===== src/rtl/pwm_duty_decoder_pkg.sv =====
// -----------------------------------------------------------------------------
// pwm_duty_decoder_pkg
//
// Shared definitions for the PWM duty decoder slice:
//   - DEFAULT_WIDTH        : default duty word width (generator period 2^WIDTH)
//   - DEFAULT_SYNC_STAGES  : default synchroniser depth on the PWM input
//   - state_e              : decoder FSM encoding (SEEK / HIGH / LOW)
//   - timeout_ticks()      : number of CE ticks without an edge before the
//                            input is reported as a constant level
// -----------------------------------------------------------------------------
package pwm_duty_decoder_pkg;

  localparam int DEFAULT_WIDTH       = 8;
  localparam int DEFAULT_SYNC_STAGES = 2;

  // SEEK : waiting for the first rising edge, partial periods are ignored
  // HIGH : measuring the high phase of the current period
  // LOW  : measuring the low phase, next rise closes the period
  typedef enum logic [1:0] {
    SEEK = 2'd0,
    HIGH = 2'd1,
    LOW  = 2'd2
  } state_e;

  // Two full generator periods without any edge means the input is stuck.
  function automatic int timeout_ticks(input int width);
    return 2 ** (width + 1);
  endfunction

endpackage


===== src/rtl/pwm_duty_decoder_in_sync.sv =====
// -----------------------------------------------------------------------------
// pwm_in_sync
//
// Brings the asynchronous PWM input into the CLK domain and produces the
// CE-tick level and edge strobes used by the duty decoder.
//
// Ports:
//   clk_i    in   system clock
//   rst_i    in   synchronous active-high reset (edge detector only)
//   ce_i     in   tick enable; level sampling and edge detection use it
//   async_i  in   asynchronous PWM input
//   lvl_o    out  synchronised level (valid for sampling on CE ticks)
//   rise_o   out  rising edge seen on this CE tick
//   fall_o   out  falling edge seen on this CE tick
// -----------------------------------------------------------------------------
module pwm_in_sync #(
  parameter int SYNC_STAGES = 2
) (
  input  logic clk_i,
  input  logic rst_i,
  input  logic ce_i,
  input  logic async_i,
  output logic lvl_o,
  output logic rise_o,
  output logic fall_o
);

  logic [SYNC_STAGES-1:0] sync_q;
  logic                   prev_lvl_q;
  logic                   primed_q;

  // The synchroniser chain is free-running and deliberately not reset: it
  // must keep tracking the pin through a reset so that the first CE tick
  // afterwards sees the real line level rather than a forced zero.
  always_ff @(posedge clk_i) begin
    sync_q <= {sync_q[SYNC_STAGES-2:0], async_i};
  end

  assign lvl_o = sync_q[SYNC_STAGES-1];

  // prev_lvl only advances on CE ticks. The first tick after reset just
  // loads the current level (primed_q) so that a line that is already high
  // when reset is released is not mistaken for a fresh rising edge in the
  // middle of a pulse.
  always_ff @(posedge clk_i) begin
    if (rst_i) begin
      prev_lvl_q <= 1'b0;
      primed_q   <= 1'b0;
    end else if (ce_i) begin
      prev_lvl_q <= lvl_o;
      primed_q   <= 1'b1;
    end
  end

  assign rise_o = ce_i & primed_q &  lvl_o & ~prev_lvl_q;
  assign fall_o = ce_i & primed_q & ~lvl_o &  prev_lvl_q;

endmodule


===== src/rtl/pwm_duty_decoder.sv =====
// -----------------------------------------------------------------------------
// pwm_duty_decoder
//
// Receive-side counterpart of the WIDTH-bit PWM generator. Samples PWM_IN on
// the CE tick grid, measures the high time and the rise-to-rise period, and
// recovers the duty word (a high time of N ticks reports D = N-1). A line
// that shows no edge for TIMEOUT_TICKS ticks is reported as a constant
// level (D = 0 when stuck low, D = all-ones when stuck high).
//
// Ports:
//   CLK           in   system clock
//   RST           in   synchronous active-high reset
//   CE            in   tick enable; all counting/sampling happens on CE ticks
//   PWM_IN        in   asynchronous PWM input
//   D_OUT         out  recovered duty word
//   PERIOD_OUT    out  measured period in ticks (saturating)
//   VALID         out  one-CLK strobe when D_OUT/PERIOD_OUT are updated
//   TIMEOUT_FLAG  out  last report came from an edge timeout
//   LOCKED        out  a full period has been measured since reset/timeout
// -----------------------------------------------------------------------------
module pwm_duty_decoder
  import pwm_duty_decoder_pkg::*;
#(
  parameter int WIDTH         = DEFAULT_WIDTH,
  parameter int SYNC_STAGES   = DEFAULT_SYNC_STAGES,
  parameter int TIMEOUT_TICKS = timeout_ticks(WIDTH)
) (
  input  logic             CLK,
  input  logic             RST,
  input  logic             CE,
  input  logic             PWM_IN,
  output logic [WIDTH-1:0] D_OUT,
  output logic [WIDTH+1:0] PERIOD_OUT,
  output logic             VALID,
  output logic             TIMEOUT_FLAG,
  output logic             LOCKED
);

  localparam int HW = WIDTH + 1;  // high_cnt width
  localparam int PW = WIDTH + 2;  // period_cnt / idle_cnt width

  // A high time above one full generator period cannot map to a legal duty
  // word, so anything beyond this clamps D_OUT to all-ones.
  localparam logic [HW-1:0] FULL_SCALE = HW'(2 ** WIDTH);
  localparam logic [PW-1:0] TIMEOUT_C  = PW'(TIMEOUT_TICKS);

  // ---------------------------------------------------------------------------
  // Input synchroniser and edge detection
  // ---------------------------------------------------------------------------
  logic lvl;
  logic rise;
  logic fall;

  pwm_in_sync #(
    .SYNC_STAGES (SYNC_STAGES)
  ) u_in_sync (
    .clk_i   (CLK),
    .rst_i   (RST),
    .ce_i    (CE),
    .async_i (PWM_IN),
    .lvl_o   (lvl),
    .rise_o  (rise),
    .fall_o  (fall)
  );

  // ---------------------------------------------------------------------------
  // State, counters and output registers
  // ---------------------------------------------------------------------------
  state_e            state_q,        state_d;
  logic [HW-1:0]     high_cnt_q,     high_cnt_d;
  logic [PW-1:0]     period_cnt_q,   period_cnt_d;
  logic [PW-1:0]     idle_cnt_q,     idle_cnt_d;
  logic [WIDTH-1:0]  d_out_q,        d_out_d;
  logic [PW-1:0]     period_out_q,   period_out_d;
  logic              valid_q,        valid_d;
  logic              timeout_flag_q, timeout_flag_d;
  logic              locked_q,       locked_d;

  // ---------------------------------------------------------------------------
  // Arithmetic helpers
  // ---------------------------------------------------------------------------
  logic [HW-1:0]    high_inc;
  logic [PW-1:0]    period_inc;
  logic [PW-1:0]    idle_inc;
  logic [HW-1:0]    high_minus1;
  logic [WIDTH-1:0] duty_meas;
  logic             timeout_hit;

  // Both measurement counters saturate instead of wrapping so that an
  // abnormally long phase can never alias onto a small value.
  assign high_inc    = (&high_cnt_q)   ? high_cnt_q   : high_cnt_q   + HW'(1);
  assign period_inc  = (&period_cnt_q) ? period_cnt_q : period_cnt_q + PW'(1);
  assign idle_inc    = idle_cnt_q + PW'(1);

  assign high_minus1 = high_cnt_q - HW'(1);
  assign duty_meas   = (high_cnt_q > FULL_SCALE) ? '1 : high_minus1[WIDTH-1:0];

  // An edge on the same tick restarts the idle count, so a rise coinciding
  // with the timeout boundary wins and no constant-level report is made.
  assign timeout_hit = CE & ~rise & ~fall & (idle_inc == TIMEOUT_C);

  // ---------------------------------------------------------------------------
  // Next-state logic
  // ---------------------------------------------------------------------------
  always_comb begin
    state_d        = state_q;
    high_cnt_d     = high_cnt_q;
    period_cnt_d   = period_cnt_q;
    idle_cnt_d     = idle_cnt_q;
    d_out_d        = d_out_q;
    period_out_d   = period_out_q;
    valid_d        = 1'b0;
    timeout_flag_d = timeout_flag_q;
    locked_d       = locked_q;

    if (CE) begin
      if (rise || fall || timeout_hit) begin
        idle_cnt_d = '0;
      end else begin
        idle_cnt_d = idle_inc;
      end

      if (timeout_hit) begin
        // Constant line: report the level it is stuck at and start over.
        d_out_d        = lvl ? '1 : '0;
        period_out_d   = '0;
        valid_d        = 1'b1;
        timeout_flag_d = 1'b1;
        locked_d       = 1'b0;
        high_cnt_d     = '0;
        period_cnt_d   = '0;
        state_d        = SEEK;
      end else begin
        case (state_q)
          SEEK: begin
            if (rise) begin
              high_cnt_d   = HW'(1);
              period_cnt_d = PW'(1);
              state_d      = HIGH;
            end
          end

          HIGH: begin
            period_cnt_d = period_inc;
            if (fall) begin
              state_d = LOW;
            end else begin
              high_cnt_d = high_inc;
            end
          end

          LOW: begin
            if (rise) begin
              // Rise closes the period: publish, then this tick becomes the
              // first high tick of the next period.
              d_out_d        = duty_meas;
              period_out_d   = period_cnt_q;
              valid_d        = 1'b1;
              timeout_flag_d = 1'b0;
              locked_d       = 1'b1;
              high_cnt_d     = HW'(1);
              period_cnt_d   = PW'(1);
              state_d        = HIGH;
            end else begin
              period_cnt_d = period_inc;
            end
          end

          default: begin
            state_d = SEEK;
          end
        endcase
      end
    end
  end

  // ---------------------------------------------------------------------------
  // Registers
  // ---------------------------------------------------------------------------
  always_ff @(posedge CLK) begin
    if (RST) begin
      state_q        <= SEEK;
      high_cnt_q     <= '0;
      period_cnt_q   <= '0;
      idle_cnt_q     <= '0;
      d_out_q        <= '0;
      period_out_q   <= '0;
      valid_q        <= 1'b0;
      timeout_flag_q <= 1'b0;
      locked_q       <= 1'b0;
    end else begin
      state_q        <= state_d;
      high_cnt_q     <= high_cnt_d;
      period_cnt_q   <= period_cnt_d;
      idle_cnt_q     <= idle_cnt_d;
      d_out_q        <= d_out_d;
      period_out_q   <= period_out_d;
      valid_q        <= valid_d;
      timeout_flag_q <= timeout_flag_d;
      locked_q       <= locked_d;
    end
  end

  assign D_OUT        = d_out_q;
  assign PERIOD_OUT   = period_out_q;
  assign VALID        = valid_q;
  assign TIMEOUT_FLAG = timeout_flag_q;
  assign LOCKED       = locked_q;

endmodule


===== config.mk =====
export PLATFORM = sky130hd
export DESIGN_NAME = pwm_duty_decoder
export DESIGN_NICKNAME = d
export VERILOG_FILES = /design/src/rtl/pwm_duty_decoder_pkg.sv /design/src/rtl/pwm_duty_decoder_in_sync.sv /design/src/rtl/pwm_duty_decoder.sv
export SDC_FILE = /design/constraint.sdc
export NUM_CORES = 1
export LEC_CHECK = 0
export BUFFER_PORTS_ARGS = -buffer_cell sky130_fd_sc_hd__buf_2
export CAP_MARGIN = 20
export CORE_ASPECT_RATIO = 2
export CORE_UTILIZATION = 41
export DETAILED_ROUTE_END_ITERATION = 6
export GPL_ROUTABILITY_DRIVEN = 0
export PLACE_DENSITY = 0.69
export SYNTH_ARGS = -nofsm -noshare
export SYNTH_HDL_FRONTEND = slang
export SYNTH_HIERARCHICAL = 1
export SYNTH_SLANG_ARGS = --single-unit

===== constraint.sdc =====
create_clock -name CLK -period 3.75 [get_ports CLK]
set_clock_uncertainty 0.15 [all_clocks]
set_input_delay 0.375 -clock CLK [delete_from_list [all_inputs] [get_ports CLK]]
set_output_delay 0.375 -clock CLK [all_outputs]
set_load 0.01 [all_outputs]

==> results of run 1 <==
## layer usage
| layer | global-route usage, % | vias up | wire length, um |
|---|---|---|---|
| li1 | - | 1406 | - |
| met1 | 19.93 | 1383 | 2967 |
| met2 | 39.60 | 88 | 4489 |
| met3 | 3.480 | 31 | 260 |
| met4 | 14.84 | 0 | 396 |
| met5 | 0 | - | 0 |
## worst max-delay path, delay by kind of cell, from the launching register on
family / cells / cell delay [ps]
AO/OA/AOI/OAI: 1 / 160
flip-flops: 1 / 400
adder cells (fa/ha/maj): 2 / 450
AND/OR/NAND/NOR: 5 / 1640
## path summary, 6_finish.rpt
check	startpoint	end	slack, ps
max reg2reg	high_cnt_q[0]	high_cnt_q[5]	880
min	PWM_IN	u_in_sync/sync_q[0]	30
min reg2reg	u_in_sync/sync_q[0]	u_in_sync/sync_q[1]	190
max	high_cnt_q[0]	high_cnt_q[5]	880
## placed cells by master, fill, tap and decap left out, drive strengths merged, types with 5 or more instances in the layout
cell / n
nor3: 9
nand2: 37
or4: 9
a21oi: 21
nand4: 10
inv: 10
dfxtp: 56
o21ai: 14
buf: 28
a22o: 10
nand3: 22
xnor2: 6
or3: 5
clkbuf: 5
nor3b: 6
nor2: 28
a31oi: 13
ha: 11
and3: 8
## power by group through the flow
stage,clock network (mW),registers (mW),logic (mW)
2_1_floorplan,0,0.619,0.0456
3_3_place_gp,0,0.621,0.0596
3_5_place_dp,0,0.622,0.0605
4_1_cts,0.474,0.608,0.0606
5_1_grt,0.483,0.608,0.0675
6_report,0.461,0.608,0.0611
## state kept, by name (all words and copies together) (netlist names), 2 cells and up
signal            cells
PERIOD_OUT           10
state_q               2
idle_cnt_q           10
u_in_sync/sync_q      2
period_cnt_q         10
high_cnt_q            9
D_OUT                 8
## per-stage QoR
| stage | utilization, % | cell area, um^2 | setup slack (ps) | power [mW] |
|---|---|---|---|---|
| floorplan | - | 3079 | 1158 | 0.6644 |
| global placement | 44.37 | 3224 | 872.6 | 0.6810 |
| detailed placement | 44.37 | 3224 | 800.2 | 0.6820 |
| CTS | 46.26 | 3362 | 904.3 | 1.142 |
| global route | 46.26 | 3362 | 791.7 | 1.159 |
| finish | 46.26 | 3362 | 880.3 | 1.130 |
## area by class of cell
| cell class | count | area, um^2 | area share [%] |
|---|---|---|---|
| repair buffers | 28 | 150.1 | 4.466 |
| clock buffers | 5 | 125.1 | 3.722 |
| flip-flops and latches | 56 | 1121 | 33.35 |
| multi-input cells | 277 | 1800 | 53.55 |
| clock inverters | 2 | 12.51 | 0.3722 |
| inverters | 10 | 37.54 | 1.116 |
| well taps | 92 | 115.1 | 3.424 |
## kinds of logic after synthesis
kind of cell,count (synthesis),share of synthesized area [%]
and+or+nand+nor,160,28.69
AOI/OAI and AO/OA,97,22.67
DFF,56,36.41
buffers and inverters,32,5.120
adders and majority gates,11,4.470
xor gates and xnor gates,7,1.991
muxes,2,0.6502
==> out/qor.csv, run 1 <==
stage;metric;value;unit
status;outcome;complete, no violations;
pwr;total power divided by cell area;336.0;mW/mm^2
synth;cells after synthesis;365;
flow_run;maximum capacitance violations;0;
finish;FILL cells;747;
pwr;fraction of power consumed by sequential logic;53.8;%
synth;Netlist Area Pre-Place;0.003079;mm^2
hold_path;worst hold path cell count;1;
setup_path;Crit path largest cell delay;590;ps
sta;post-route setup TNS;0;ps
setup_path;slowest CP cell;or4_1;
floorplan;die height;124.6;um
hold_path;Hold/Removal Path Class;in -> reg;
synth;most area-consuming cells after synthesis;dfxtp_1 36%, ha_1 4.5%, nand2_1 4.1%, nand3_1 3.6%, a21oi_1 3.4%;
synth;ys flop type;dfxtp_1;
synth;number of synthesized flops with an enable pin;0;
setup_path;worst-path cell chain;ha_1 -> and3_1 -> and3_1 -> and3_1 -> ha_1 -> or4_1 -> or4_1 -> a21oi_1;
routing;average vias per placed instance;6.187;
place;total of buffers placed on input and output ports;24;
clocking;Setup Buffers After CTS;0;
floorplan;placeable core region;0.007267;mm^2
sta;final worst path period share;76.53;%
place;# placed instances;463;
pwr;switching power summed over all nets;0.2699;mW
clocking;total CTS buffers;5;
floorplan;boundary pin count;25;
clocking;hold buffers post-CTS;0;
routing;total wire length;8.114;mm
synth;list of most frequent post-synthesis cells;56 x dfxtp_1, 34 x nand2_1, 28 x nor2_1, 22 x nand3_1, 21 x a21oi_1;
clocking;CTS clk-pin slew, worst paths;70;ps
finish;NumNets Final;393;
sta;Setup violations, final;0;
global_route;pin count of the biggest net entering global routing;29;
global_route;first-pass GRT wire length;13.08;mm
finish;share of final-layout standard cells stronger than drive strength 1;12.17;%
setup_path;class of the most critical setup path;reg -> reg;
pwr;peak supply drop;0.1991;mV
pwr;Clock power frac;40.8;%
setup_path;required time of the worst setup path;3820;ps
floorplan;starting density of the core;42.37;%
global_route;vias in the first global route;2810;
floorplan;Horiz. Die Dim;63.28;um
clocking;count of clock tree sinks;56;
sta;final slew viol count;0;
synth;count leader, synth;dfxtp_1;
global_route;remaining global-route overflow;0;
synth;count of cell types in the netlist;63;
sta;RSZ-0062 raised after global routing;no;
pwr;Sw Ratio;23.89;%
finish;number of non-filler instances in the completed layout;470;
clocking;CTS root buf;clkbuf_16;
setup_path;Worst Setup Start Kind;flop;
routing;# DRC;0;
synth;post-synthesis average cell area;8.436;um^2
finish;n_diodes;0;
setup_path;most repeated library cell on the critical path;and3_1;
clocking;CTS tree;yes;
routing;final antenna-violating net count;0;
setup_path;sort of element at the end of the critical path;flop;
clocking;post-cts repair resize count;0;
routing;Routed wire per std cell;17.26;um
pwr;cell internal pwr;0.8599;mW
synth;YS warnings;6;
floorplan;cell row count;44;
synth;portion of the post-synthesis area used by sequential elements;36.41;%
sta;number of hold violations in the final report;0;
clocking;Max H-tree Level;2;
sta;worst slack on hold paths;29.21;ps
setup_path;arrival time of the worst setup path;2940;ps
sta;Slew @ Worst Pin;765.8;ps
synth;post-synthesis async set-or-reset flop share;0;%
routing;Initial DRC Count;154;
global_route;initial antenna violation count;0;
pwr;standby leakage power;1.250;nW
routing;via count;2908;
synth;cell taking the most area after synthesis;dfxtp_1;
global_route;combined global-route utilization of all metal layers;21.14;%
finish;Area Growth Syn to Fin;9.183;%
synth;proportion of netlist area held by the largest area contributor;36.41;%
synth;Net Count, Synth;380;
setup_path;depth of the most critical reg-to-reg path;8;
floorplan;die area;0.007882;mm^2
sta;fmax;348.5;MHz
pwr;Comb pwr share;5.4;%
routing;number of detailed-route iterations in the first pass;5;
place;total half-perimeter wirelength after legalization and detailed placement;6.052;mm
clocking;clock insertion delay at the later pin of the skew report;300;ps
clocking;maximum clock insertion buffer count;2;
synth;number of flip-flops and latches in the synthesized netlist;56;
sta;Max-Slew Margin vs Limit;48.67;%
setup_path;worst-path fanout max;9;
sta;clock period minus worst slack;2870;ps
Note: power is estimated with default switching activity, not from simulation.
==> run 2, diff against run 1 <==
- PLACE_DENSITY: 0.69 -> 0.71
- clock period: 3.75 -> 2.5 ns (I/O delays scaled with it)
==> run 2 against run 1 <==
Against the previous run:
- highest routed layer unchanged
- sequential share of layout area is 2.4 points lower
- wire length is 5.7% higher
- largest power group unchanged
- total power is 55% higher
- worst setup slack worse by 800 ps
- critical path depth stayed put
==> out/qor.csv, run 2 (synthesized netlist as in run 1, its figures left out) <==
stage;metric;value;unit;change
finish;Area Growth Syn to Fin;18.16;%;
pwr;total power divided by cell area;480.5;mW/mm^2;+43%
finish;FILL cells;704;;-5.8%
finish;area of combinational cells with multiple inputs;0.001851;mm^2;+2.8%
floorplan;placeable core region;0.007267;mm^2;unchanged
global_route;remaining global-route overflow;0;;unchanged
clocking;total CTS buffers;5;;unchanged
finish;most used cells in the layout excluding fill and tap cells;52 x dfxtp_1, 34 x nand2_1, 28 x nor2_1, 28 x buf_4, 24 x buf_2;;
sta;final worst path period share;96.82;%;+20 points
global_route;first-pass GRT wire length;14.32;mm;+9.5%
clocking;CTS tree;yes;;
routing;total wire length;8.575;mm;+5.7%
status;outcome;complete, no violations;;
finish;Finished Core Util;50.07;%;+3.8 points
pwr;cell internal pwr;1.313;mW;+53%
sta;clock period minus worst slack;2420;ps;-449.3 ps
pwr;Sw Ratio;24.90;%;+1.0 points
pwr;Clock power frac;41.5;%;+0.7 points
global_route;combined global-route utilization of all metal layers;22.97;%;+1.8 points
place;dpl cell area;0.003438;mm^2;+6.6%
clocking;CTS clk-pin slew, worst paths;70;ps;about the same
sta;Max-Slew Margin vs Limit;52.35;%;+3.7 points
global_route;initial antenna violation count;0;;unchanged
setup_path;required time of the worst setup path;2580;ps;-1240 ps
floorplan;die height;124.6;um;unchanged
finish;share of final-layout standard cells stronger than drive strength 1;20.25;%;+8.1 points
finish;NumNets Final;419;;+6.6%
sta;Slew @ Worst Pin;712.2;ps;-53.67 ps
sta;number of hold violations in the final report;0;;unchanged
pwr;peak supply drop;0.2875;mV;+44%
routing;Initial DRC Count;217;;+41%
clocking;maximum clock insertion buffer count;2;;unchanged
routing;final antenna-violating net count;0;;unchanged
floorplan;cell row count;44;;unchanged
setup_path;timing startpoint of the critical path;high_cnt_q[1];;
routing;via count;3072;;+5.6%
setup_path;sort of element at the end of the critical path;flop;;
floorplan;Horiz. Die Dim;63.28;um;unchanged
clocking;CTS root buf;clkbuf_16;;
finish;most frequent standard cell in the layout excluding fill and tap cells;dfxtp_1;;
sta;final slew viol count;0;;unchanged
routing;number of detailed-route iterations in the first pass;5;;unchanged
place;total half-perimeter wirelength after legalization and detailed placement;6.422;mm;+6.1%
pwr;standby leakage power;1.380;nW;+10%
routing;average vias per placed instance;6.181;;about the same
pwr;switching power summed over all nets;0.4353;mW;+61%
place;total of buffers placed on input and output ports;24;;unchanged
finish;sequential cell area in the final layout;0.001126;mm^2;+0.45%
setup_path;arrival time of the worst setup path;2510;ps;-430 ps
global_route;vias in the first global route;3022;;+7.5%
clocking;count of clock tree sinks;56;;unchanged
floorplan;starting density of the core;42.37;%;unchanged
global_route;pin count of the biggest net entering global routing;23;;-21%
pwr;Comb pwr share;6.6;%;+1.2 points
pwr;fraction of power consumed by sequential logic;51.9;%;-1.9 points
setup_path;reg2reg start;high_cnt_q[1];;
sta;fmax;413.2;MHz;+19%
setup_path;Worst Setup Start Kind;flop;;
finish;Layout Cell Area excl Fill;0.003638;mm^2;+8.2%
setup_path;worst-path fanout max;5;;-4
setup_path;class of the most critical setup path;reg -> reg;;
clocking;Setup Buffers After CTS;0;;unchanged
clocking;clock insertion delay at the later pin of the skew report;300;ps;about the same
finish;n_diodes;0;;unchanged
floorplan;boundary pin count;25;;unchanged
floorplan;die area;0.007882;mm^2;unchanged
hold_path;Hold/Removal Path Class;reg -> reg;;
routing;Routed wire per std cell;17.25;um;about the same
sta;Setup violations, final;0;;unchanged
flow_run;maximum capacitance violations;0;;unchanged
clocking;Max H-tree Level;2;;unchanged
routing;# DRC;0;;unchanged
hold_path;source of the worst hold timing path;u_in_sync/sync_q[0];;
==> run 2: changes by cell type in the layout (fill, tap and decap cells not counted), sizes merged <==
cell | previous run | this run
buf | 28 | 53
clkinvlp | 1 | 2
dlygate4sd3 | 0 | 1
==> run 2: cell type report <==
type	count	share of cell area [%]
flip-flops and latches	56	30.95
inverters	10	1.032
well taps	92	3.164
repair buffers	54	9.904
clock inverters	3	0.6534
clock buffers	5	3.439
multi-input cells	277	50.86
==> run 2: timing repair <==
action / 4_1_cts / 5_1_grt
endpoints found under the setup margin: 3 / 12
resized for setup: 5 / 3
pin swaps: 6 / 2
hold endpoints to repair: 1 / 0
hold buffers: 1 / 0
==> run 2: worst paths after layout <==
kind	slack, ps	to	depth (start not counted)
worst max-delay path	80	high_cnt_q[2]	8
worst min register to register	180	u_in_sync/sync_q[1]	0
worst min-delay path	180	u_in_sync/sync_q[1]	0
worst max register to register	80	high_cnt_q[2]	8
==> run 2: power by group through the flow <==
stage / Combinational, mW / Clock [mW] / Sequential [mW]
final: 0.115 / 0.725 / 0.908
after detailed placement: 0.111 / 0 / 0.928
after global routing: 0.126 / 0.769 / 0.908
after CTS: 0.113 / 0.739 / 0.907
after global placement: 0.110 / 0 / 0.928
after floorplan: 0.0686 / 0 / 0.928
==> run 2: metal layers <==
metal	share of wire [%]	vias to the layer above	global-route usage [%]
li1	-	1464	-
met1	36	1453	22.34
met2	54	116	42.06
met3	3.5	39	3.297
met4	5.8	0	17.25
met5	0	-	0
==> run 2: through the flow <==
stage	total power, mW	std cells	hold WS [ps]	setup TNS, ps	setup slack (ps)
global route	1.803	497	186.2	-21.18	-21.18
floorplan	0.9969	365	127.7	0	7.994
finish	1.748	497	183.1	0	79.59
CTS	1.759	497	190.2	0	17.81
detailed placement	1.039	488	173.4	-38.95	-26.20
global placement	1.037	488	165.7	0	4.623
==> run 2: worst max-delay path, stage by stage (launching register included) <==
cell,delay (ps)
dfxtp_2,340
ha_4,160
and3_4,170
and3_4,140
and3_4,150
ha_4,150
or4_4,540
or3b_1,400
a21oi_1,150
